<file path="src/rtl/sync_arith_pkg.sv">
// rtl/sync_arith_pkg.sv - shared types and constants for the serial arithmetic cells
package sync_arith_pkg;

  typedef enum logic [1:0] {
    IDLE = 2'd0,
    RUN  = 2'd1,
    DONE = 2'd2
  } sub_state_e;

  localparam int DEFAULT_WIDTH = 8;

  // Bits needed to count 0..value-1; never less than one.
  function automatic int clog2(input int value);
    int r;
    int v;
    r = 0;
    v = value - 1;
    while (v > 0) begin
      r = r + 1;
      v = v >> 1;
    end
    return (r < 1) ? 1 : r;
  endfunction

endpackage

</file>
<file path="src/rtl/full_sub_bit.sv">
// rtl/full_sub_bit.sv - combinational 1-bit full subtractor cell
module full_sub_bit (
  input  logic a_i,
  input  logic b_i,
  input  logic bin_i,
  output logic d_o,
  output logic bout_o
);

  assign d_o    = a_i ^ b_i ^ bin_i;
  assign bout_o = (~a_i & b_i) | (~(a_i ^ b_i) & bin_i);

endmodule

</file>
<file path="src/rtl/sync_serial_sub.sv">
// rtl/sync_serial_sub.sv - bit-serial subtractor, LSB first, one full-subtractor cell
module sync_serial_sub
  import sync_arith_pkg::*;
#(
  parameter int WIDTH = DEFAULT_WIDTH
) (
  input  logic             clk,
  input  logic             rst_n,
  input  logic             start_valid,
  output logic             start_ready,
  input  logic [WIDTH-1:0] a,
  input  logic [WIDTH-1:0] b,
  input  logic             bin,
  output logic [WIDTH-1:0] diff,
  output logic             bout,
  output logic             ovf,
  output logic             done_valid,
  input  logic             done_ready,
  output logic             busy
);

  localparam int CW = clog2(WIDTH);
  localparam logic [CW-1:0] LAST_BIT = CW'(WIDTH - 1);

  if (WIDTH < 2) begin : g_width_check
    $error("sync_serial_sub: WIDTH must be at least 2");
  end

  sub_state_e       state_q, state_d;
  logic [WIDTH-1:0] a_sh_q, a_sh_d;
  logic [WIDTH-1:0] b_sh_q, b_sh_d;
  logic [WIDTH-1:0] res_q, res_d;
  logic [WIDTH-1:0] diff_q, diff_d;
  logic [CW-1:0]    cnt_q, cnt_d;
  logic             borrow_q, borrow_d;
  logic             a_msb_q, a_msb_d;
  logic             b_msb_q, b_msb_d;
  logic             bout_q, bout_d;
  logic             ovf_q, ovf_d;

  logic             cell_d;
  logic             cell_bout;
  logic [WIDTH-1:0] res_next;

  full_sub_bit u_cell (
    .a_i    (a_sh_q[0]),
    .b_i    (b_sh_q[0]),
    .bin_i  (borrow_q),
    .d_o    (cell_d),
    .bout_o (cell_bout)
  );

  // Result fills from the top so the LSB lands in bit 0 after WIDTH shifts.
  assign res_next = {cell_d, res_q[WIDTH-1:1]};

  always_comb begin
    state_d  = state_q;
    a_sh_d   = a_sh_q;
    b_sh_d   = b_sh_q;
    res_d    = res_q;
    diff_d   = diff_q;
    cnt_d    = cnt_q;
    borrow_d = borrow_q;
    a_msb_d  = a_msb_q;
    b_msb_d  = b_msb_q;
    bout_d   = bout_q;
    ovf_d    = ovf_q;

    case (state_q)
      IDLE: begin
        if (start_valid && start_ready) begin
          a_sh_d   = a;
          b_sh_d   = b;
          res_d    = '0;
          borrow_d = bin;
          cnt_d    = '0;
          a_msb_d  = a[WIDTH-1];
          b_msb_d  = b[WIDTH-1];
          state_d  = RUN;
        end
      end
      RUN: begin
        res_d    = res_next;
        a_sh_d   = {1'b0, a_sh_q[WIDTH-1:1]};
        b_sh_d   = {1'b0, b_sh_q[WIDTH-1:1]};
        borrow_d = cell_bout;
        cnt_d    = cnt_q + CW'(1);
        if (cnt_q == LAST_BIT) begin
          diff_d  = res_next;
          bout_d  = cell_bout;
          // Signed overflow: operand signs differ and the result sign departs from a.
          ovf_d   = (a_msb_q != b_msb_q) && (cell_d != a_msb_q);
          cnt_d   = '0;
          state_d = DONE;
        end
      end
      DONE: begin
        if (done_ready) begin
          state_d = IDLE;
        end
      end
      default: begin
        state_d = IDLE;
      end
    endcase
  end

  always_ff @(posedge clk) begin
    if (!rst_n) begin
      state_q  <= IDLE;
      a_sh_q   <= '0;
      b_sh_q   <= '0;
      res_q    <= '0;
      diff_q   <= '0;
      cnt_q    <= '0;
      borrow_q <= 1'b0;
      a_msb_q  <= 1'b0;
      b_msb_q  <= 1'b0;
      bout_q   <= 1'b0;
      ovf_q    <= 1'b0;
    end else begin
      state_q  <= state_d;
      a_sh_q   <= a_sh_d;
      b_sh_q   <= b_sh_d;
      res_q    <= res_d;
      diff_q   <= diff_d;
      cnt_q    <= cnt_d;
      borrow_q <= borrow_d;
      a_msb_q  <= a_msb_d;
      b_msb_q  <= b_msb_d;
      bout_q   <= bout_d;
      ovf_q    <= ovf_d;
    end
  end

  assign start_ready = rst_n && (state_q == IDLE);
  assign done_valid  = (state_q == DONE);
  assign busy        = (state_q != IDLE);
  assign diff        = diff_q;
  assign bout        = bout_q;
  assign ovf         = ovf_q;

endmodule

</file>
<file path="config.mk">
export PLATFORM = sky130hd
export DESIGN_NAME = sync_serial_sub
export DESIGN_NICKNAME = d
export VERILOG_FILES = /design/src/rtl/sync_arith_pkg.sv /design/src/rtl/full_sub_bit.sv /design/src/rtl/sync_serial_sub.sv
export SDC_FILE = /design/constraint.sdc
export NUM_CORES = 1
export LEC_CHECK = 0
export BUFFER_PORTS_ARGS = -buffer_cell sky130_fd_sc_hd__buf_2
export CAP_MARGIN = 25
export CORE_ASPECT_RATIO = 0.6
export CORE_UTILIZATION = 38
export DETAILED_ROUTE_END_ITERATION = 12
export PLACE_DENSITY = 0.7
export SYNTH_ARGS = -nofsm -noshare
export SYNTH_HDL_FRONTEND = slang
export SYNTH_SLANG_ARGS = --single-unit
</file>
<file path="constraint.sdc">
create_clock -name clk -period 3.3 [get_ports clk]
set_input_delay 0.165 -clock clk [delete_from_list [all_inputs] [get_ports clk]]
set_output_delay 0.165 -clock clk [all_outputs]
set_load 0.05 [all_outputs]
</file>
* After elaboration in Yosys (flattened, before gate mapping)
Cells that the tools add are included.
** Word-level totals
- Register bits after elaboration :: 42
- Output and inout port bits :: 13
** Cells by class
- Add/subtract/negate cells :: 1
- Eq/ne operators :: 8
- Multiplexer cells :: 15
- Bitwise logic cells :: 7
- Reduce and logical (&&, ||, !) cells :: 10
** Operators by type and width (number)
- $pmux W8 S2 :: 3
- $mux W8 :: 3
- $mux W2 :: 3
- $mux W3 :: 2
- $pmux W2 S3 :: 1
- $pmux W3 S2 :: 1
- $reduce_and A2 Y1 :: 3
- $ne A2 B2 Y1 const B :: 2
- $reduce_bool A2 Y1 :: 2
- $add A3 B1 Y3 const B :: 1
- $eq A3 B3 Y1 const B :: 1
- $logic_and A1 B1 Y1 :: 3
- $reduce_and A3 Y1 :: 1
- $and A1 B1 Y1 :: 2
- $eq A2 B1 Y1 const B :: 1
- $eq A2 B2 Y1 const B :: 1
- $logic_not A2 Y1 :: 1
- $ne A1 B1 Y1 :: 2
- $ne A2 B1 Y1 const B :: 1
- $not A1 Y1 :: 2
- $pmux W1 S2 :: 1
- $xor A1 B1 Y1 :: 2
- $mux W1 :: 1
- $or A1 B1 Y1 :: 1

* Longest topological paths before layout
- Depth in word-level cells :: 5
- Gate-level depth with buffers :: 6
- Mapped depth without buffers :: 5

* Hierarchy
A second synthesis with hierarchy kept.
** Second synthesis, totals
- Cells, all modules :: 177
- Area, all modules :: 1716.6 sq um
** Modules (own cells, without submodules)
- sync_serial_sub :: times used 1, cells an instance 173, area each 1685.4 sq um, sequential area each 820.8 sq um
- full_sub_bit :: times used 1, cells an instance 4, area each 31.3 sq um, sequential area each 0.0 sq um

* Worst setup path after synthesis
Ideal clock, no wire load.
- Path kind :: register to output
- Start :: register state_q[1]
- End :: output start_ready
- Data arrival time :: 1780 ps
- Setup slack :: 1355 ps
- Cell stages (with the launch flop) :: 5
- Cell sequence :: dfxtp_1 buf_2 buf_1 or2_2 nor2_1
** On the way
- Longest elaborated chain between the ends :: 2
** RTL lines
- start, declared :: RTL line sync_serial_sub.sv:29 : sub_state_e state_q, state_d;
- start signal, assigned :: RTL line sync_serial_sub.sv:122 : state_q <= state_d;
- $logic_not A2 Y1 :: RTL line sync_serial_sub.sv:136 : assign start_ready = rst_n && (state_q == IDLE);
- $logic_and A1 B1 Y1 :: RTL line sync_serial_sub.sv:136
- end, declared :: RTL line sync_serial_sub.sv:10 : output logic start_ready,
No other way between the ends.

* Final worst setup path
- Start :: register state_q[1]
- End :: output done_valid
** On the way
- Longest elaborated chain between the ends :: 1
** RTL lines
- $eq A2 B2 Y1 :: RTL line sync_serial_sub.sv:137 : assign done_valid = (state_q == DONE);
- end, declared :: RTL line sync_serial_sub.sv:17 : output logic done_valid,
No other way between the ends.

==> flow_metrics.env <==
export IMPL_status="finished, final reports clean"
export IMPL_drtAntennaViolNets=0
export IMPL_final_setup_viol_count=0
export IMPL_wl_per_cell_um=12.6
export IMPL_cts_buffers=5
export IMPL_drc=0
export IMPL_diodes=0
export IMPL_critPathSlowestCell="dfxtp_1"
export IMPL_finalNetCount=240
export IMPL_io_buffers=33
export IMPL_vdd_drop_max_v=0.000173
export IMPL_clk_latency_ps=290
export IMPL_cts_hold_buffers_added=0
export IMPL_via_count=1423
export IMPL_htree_levels=2
export IMPL_synthDistinctLibCells=33
export IMPL_fin_crit_sh=0.618
export IMPL_grt_first_pass_wirelength_um=6060
export IMPL_syn_area_per_cell_um2=9.81
export IMPL_yosys_top_cells_area="dfxtp_1 45%, mux2_4 7.3%, o311a_1 7.1%"
export IMPL_crit_required_ps=3130
export IMPL_grt_pass1_vias=1315
export IMPL_synth_nets=212
export IMPL_yosysWarnings=0
export IMPL_synth_top_area_cell="dfxtp_1"
export IMPL_boundaryPins=34
export IMPL_drv_slew=0
export IMPL_initial_core_util=0.400
export IMPL_dieWidth_um=91.9
export IMPL_worstSetupEndpointType="output pin"
export IMPL_placed_cell_area_mm2=0.00203
export IMPL_grt_max_degree=28
export IMPL_grt_use_total=0.152
export IMPL_cp_max_fo=22
export IMPL_utilization=0.459
export IMPL_rsz0062_at_grt="no"
export IMPL_design_area_mm2=0.00212
export IMPL_setup_tns_ps=0
export IMPL_ys_top_cells_by_count="41 x dfxtp_1, 20 x nand2_1, 20 x nor2_1"
export IMPL_final_hold_violation_count=0
export IMPL_coreArea_mm2=0.00461
export IMPL_skew_ps=9.67
export IMPL_synth_edf_count=0
export IMPL_cp_buffers_inverters=2
export IMPL_maxCapViolations=0
export IMPL_critPathMaxStageDelay_ps=740
export IMPL_maxSlewHeadroom=0.395
export IMPL_row_count=19
export IMPL_cts_resized=0
export IMPL_hold_path_class="primary input to register"
export IMPL_tightest_slew_ps=905
export IMPL_netlist_area_mm2=0.00184
export IMPL_ys_seq_elements=41
export IMPL_overflow=0
export IMPL_dp_hpwl_um=2440
export IMPL_dieArea_mm2=0.00515
export IMPL_cts_setup_buffers=0
export IMPL_antenna_found_initial=0
export IMPL_viasPerCell=5.08
export IMPL_cts_tree="done"
export IMPL_worst_ep_arrival_time_ps=1870
export IMPL_path_clk_slew_ps=80
export IMPL_ys_flop_type="dfxtp_1"
export IMPL_async_flop_share=0
export IMPL_path_delay_family="flip-flops"
export IMPL_seq_area_frac_synth=0.445
export IMPL_yosysMostFrequentCell="dfxtp_1"
export IMPL_leakage_nw=0.912
export IMPL_final_setup_worst_slack_ps=1260
export IMPL_period_minus_slack_ps=2040
export IMPL_drt_total_wl_um=3530
export IMPL_pre_cts_slack_ps=1380
export IMPL_setup_worst_path_class="register to output pin"
export IMPL_fmax_mhz=490
export IMPL_syn_inst=188
export IMPL_root_buffer="clkbuf_8"
export IMPL_startpoint_type="register"
export IMPL_clockBufferDepth=2
export IMPL_syn_to_final_growth_pct=14.9
export IMPL_die_y_um=56.0
export IMPL_power_density_mw_per_mm2=463
export IMPL_clock_sinks=41
export IMPL_dr_pass1_iters=4
export IMPL_drt_iter0_drc=62
export IMPL_synth_top_cell_area_share=0.445
export IMPL_place_gp_congestion=0.726
export IMPL_path_cells="buf_4 > nor2b_1 > buf_2"
export IMPL_drive_gt1_frac=0.267
[sequential cells by signal (all words and copies together), names as in the netlist]
| register | flops |
|---|---|
| res_q | 7 |
| a_sh_q | 8 |
| cnt_q | 3 |
| b_sh_q | 8 |
| b_msb_q | 1 |
| diff | 8 |
| a_msb_q | 1 |
| ovf | 1 |
| bout | 1 |
| state_q | 2 |
| borrow_q | 1 |
[layout by cell type, fill, tap and decap left out, types with 2 or more instances in the layout]
cell and count:
a21oi_1 12, a22oi_1 12, a31oi_1 2, and3b_1 2, buf_2 33, buf_4 2
clkbuf_1 3, clkbuf_8 5, dfxtp_1 41, ha_1 2, inv_1 3, mux2_2 4
mux2_4 9, mux2i_1 3, nand2_1 20, nand2b_1 2, nor2_1 20, nor2b_1 2
o21bai_1 14, o311a_1 13
[final cells by class]
type | count | area (um2)
Tap cell | 63 | 78.8
Fill cell | 467 | 2490
Multi-Input combinational cell | 128 | 932
Clock buffer | 8 | 80.1
Timing Repair Buffer | 36 | 191
Sequential cell | 41 | 821
Inverter | 4 | 15.0
[routing by layer]
| layer | vias up | global-route usage | part of all wire |
|---|---|---|---|
| met5 | - | 0 | 0 |
| met3 | 4 | 0.0464 | 0.051 |
| met1 | 654 | 0.212 | 0.50 |
| met2 | 31 | 0.219 | 0.44 |
| li1 | 734 | - | - |
| met4 | 0 | 0.0603 | 0.011 |
[path summary, 6_finish.rpt]
path	depth (start not counted)	slack, ps	start	endpoint
setup / recovery	3	1260	state_q[1]$_SDFFE_PN0P_	done_valid
hold / removal	3	140	b[0]	b_sh_q[0]$_SDFFE_PN0P_
setup reg to reg	3	1370	state_q[1]$_SDFFE_PN0P_	a_sh_q[4]$_SDFFE_PN0P_
hold reg to reg	2	450	diff[0]$_SDFFE_PN0P_	diff[0]$_SDFFE_PN0P_
[power breakdown]
part	switching [W]	total, W	internal, W
logic	0.0000698	0.000142	0.0000720
clock network	0.000155	0.000305	0.000150
registers	0.0000158	0.000535	0.000519
[worst reg2reg max path: cells and delay by family (launching register included)]
family	cells	cell delay, ps
simple gates	1	420
mux	1	370
flops	1	740
compound gates	1	280
[metrics by stage]
step	cells	hold slack, ps	power (W)
final	280	137	0.000982
after CTS	279	129	0.000995
after global placement	271	430	0.000683
after floorplan	188	312	0.000654
after global routing	280	145	0.00104
after detailed placement	271	445	0.000686
[kinds of logic after synthesis]
kind of cell | synth area share
compound gates | 0.238
simple gates | 0.129
flops | 0.445
buf+inv | 0.0495
mux | 0.114
fa+ha+maj | 0.0244
Note: power is estimated with default switching activity, not from simulation.
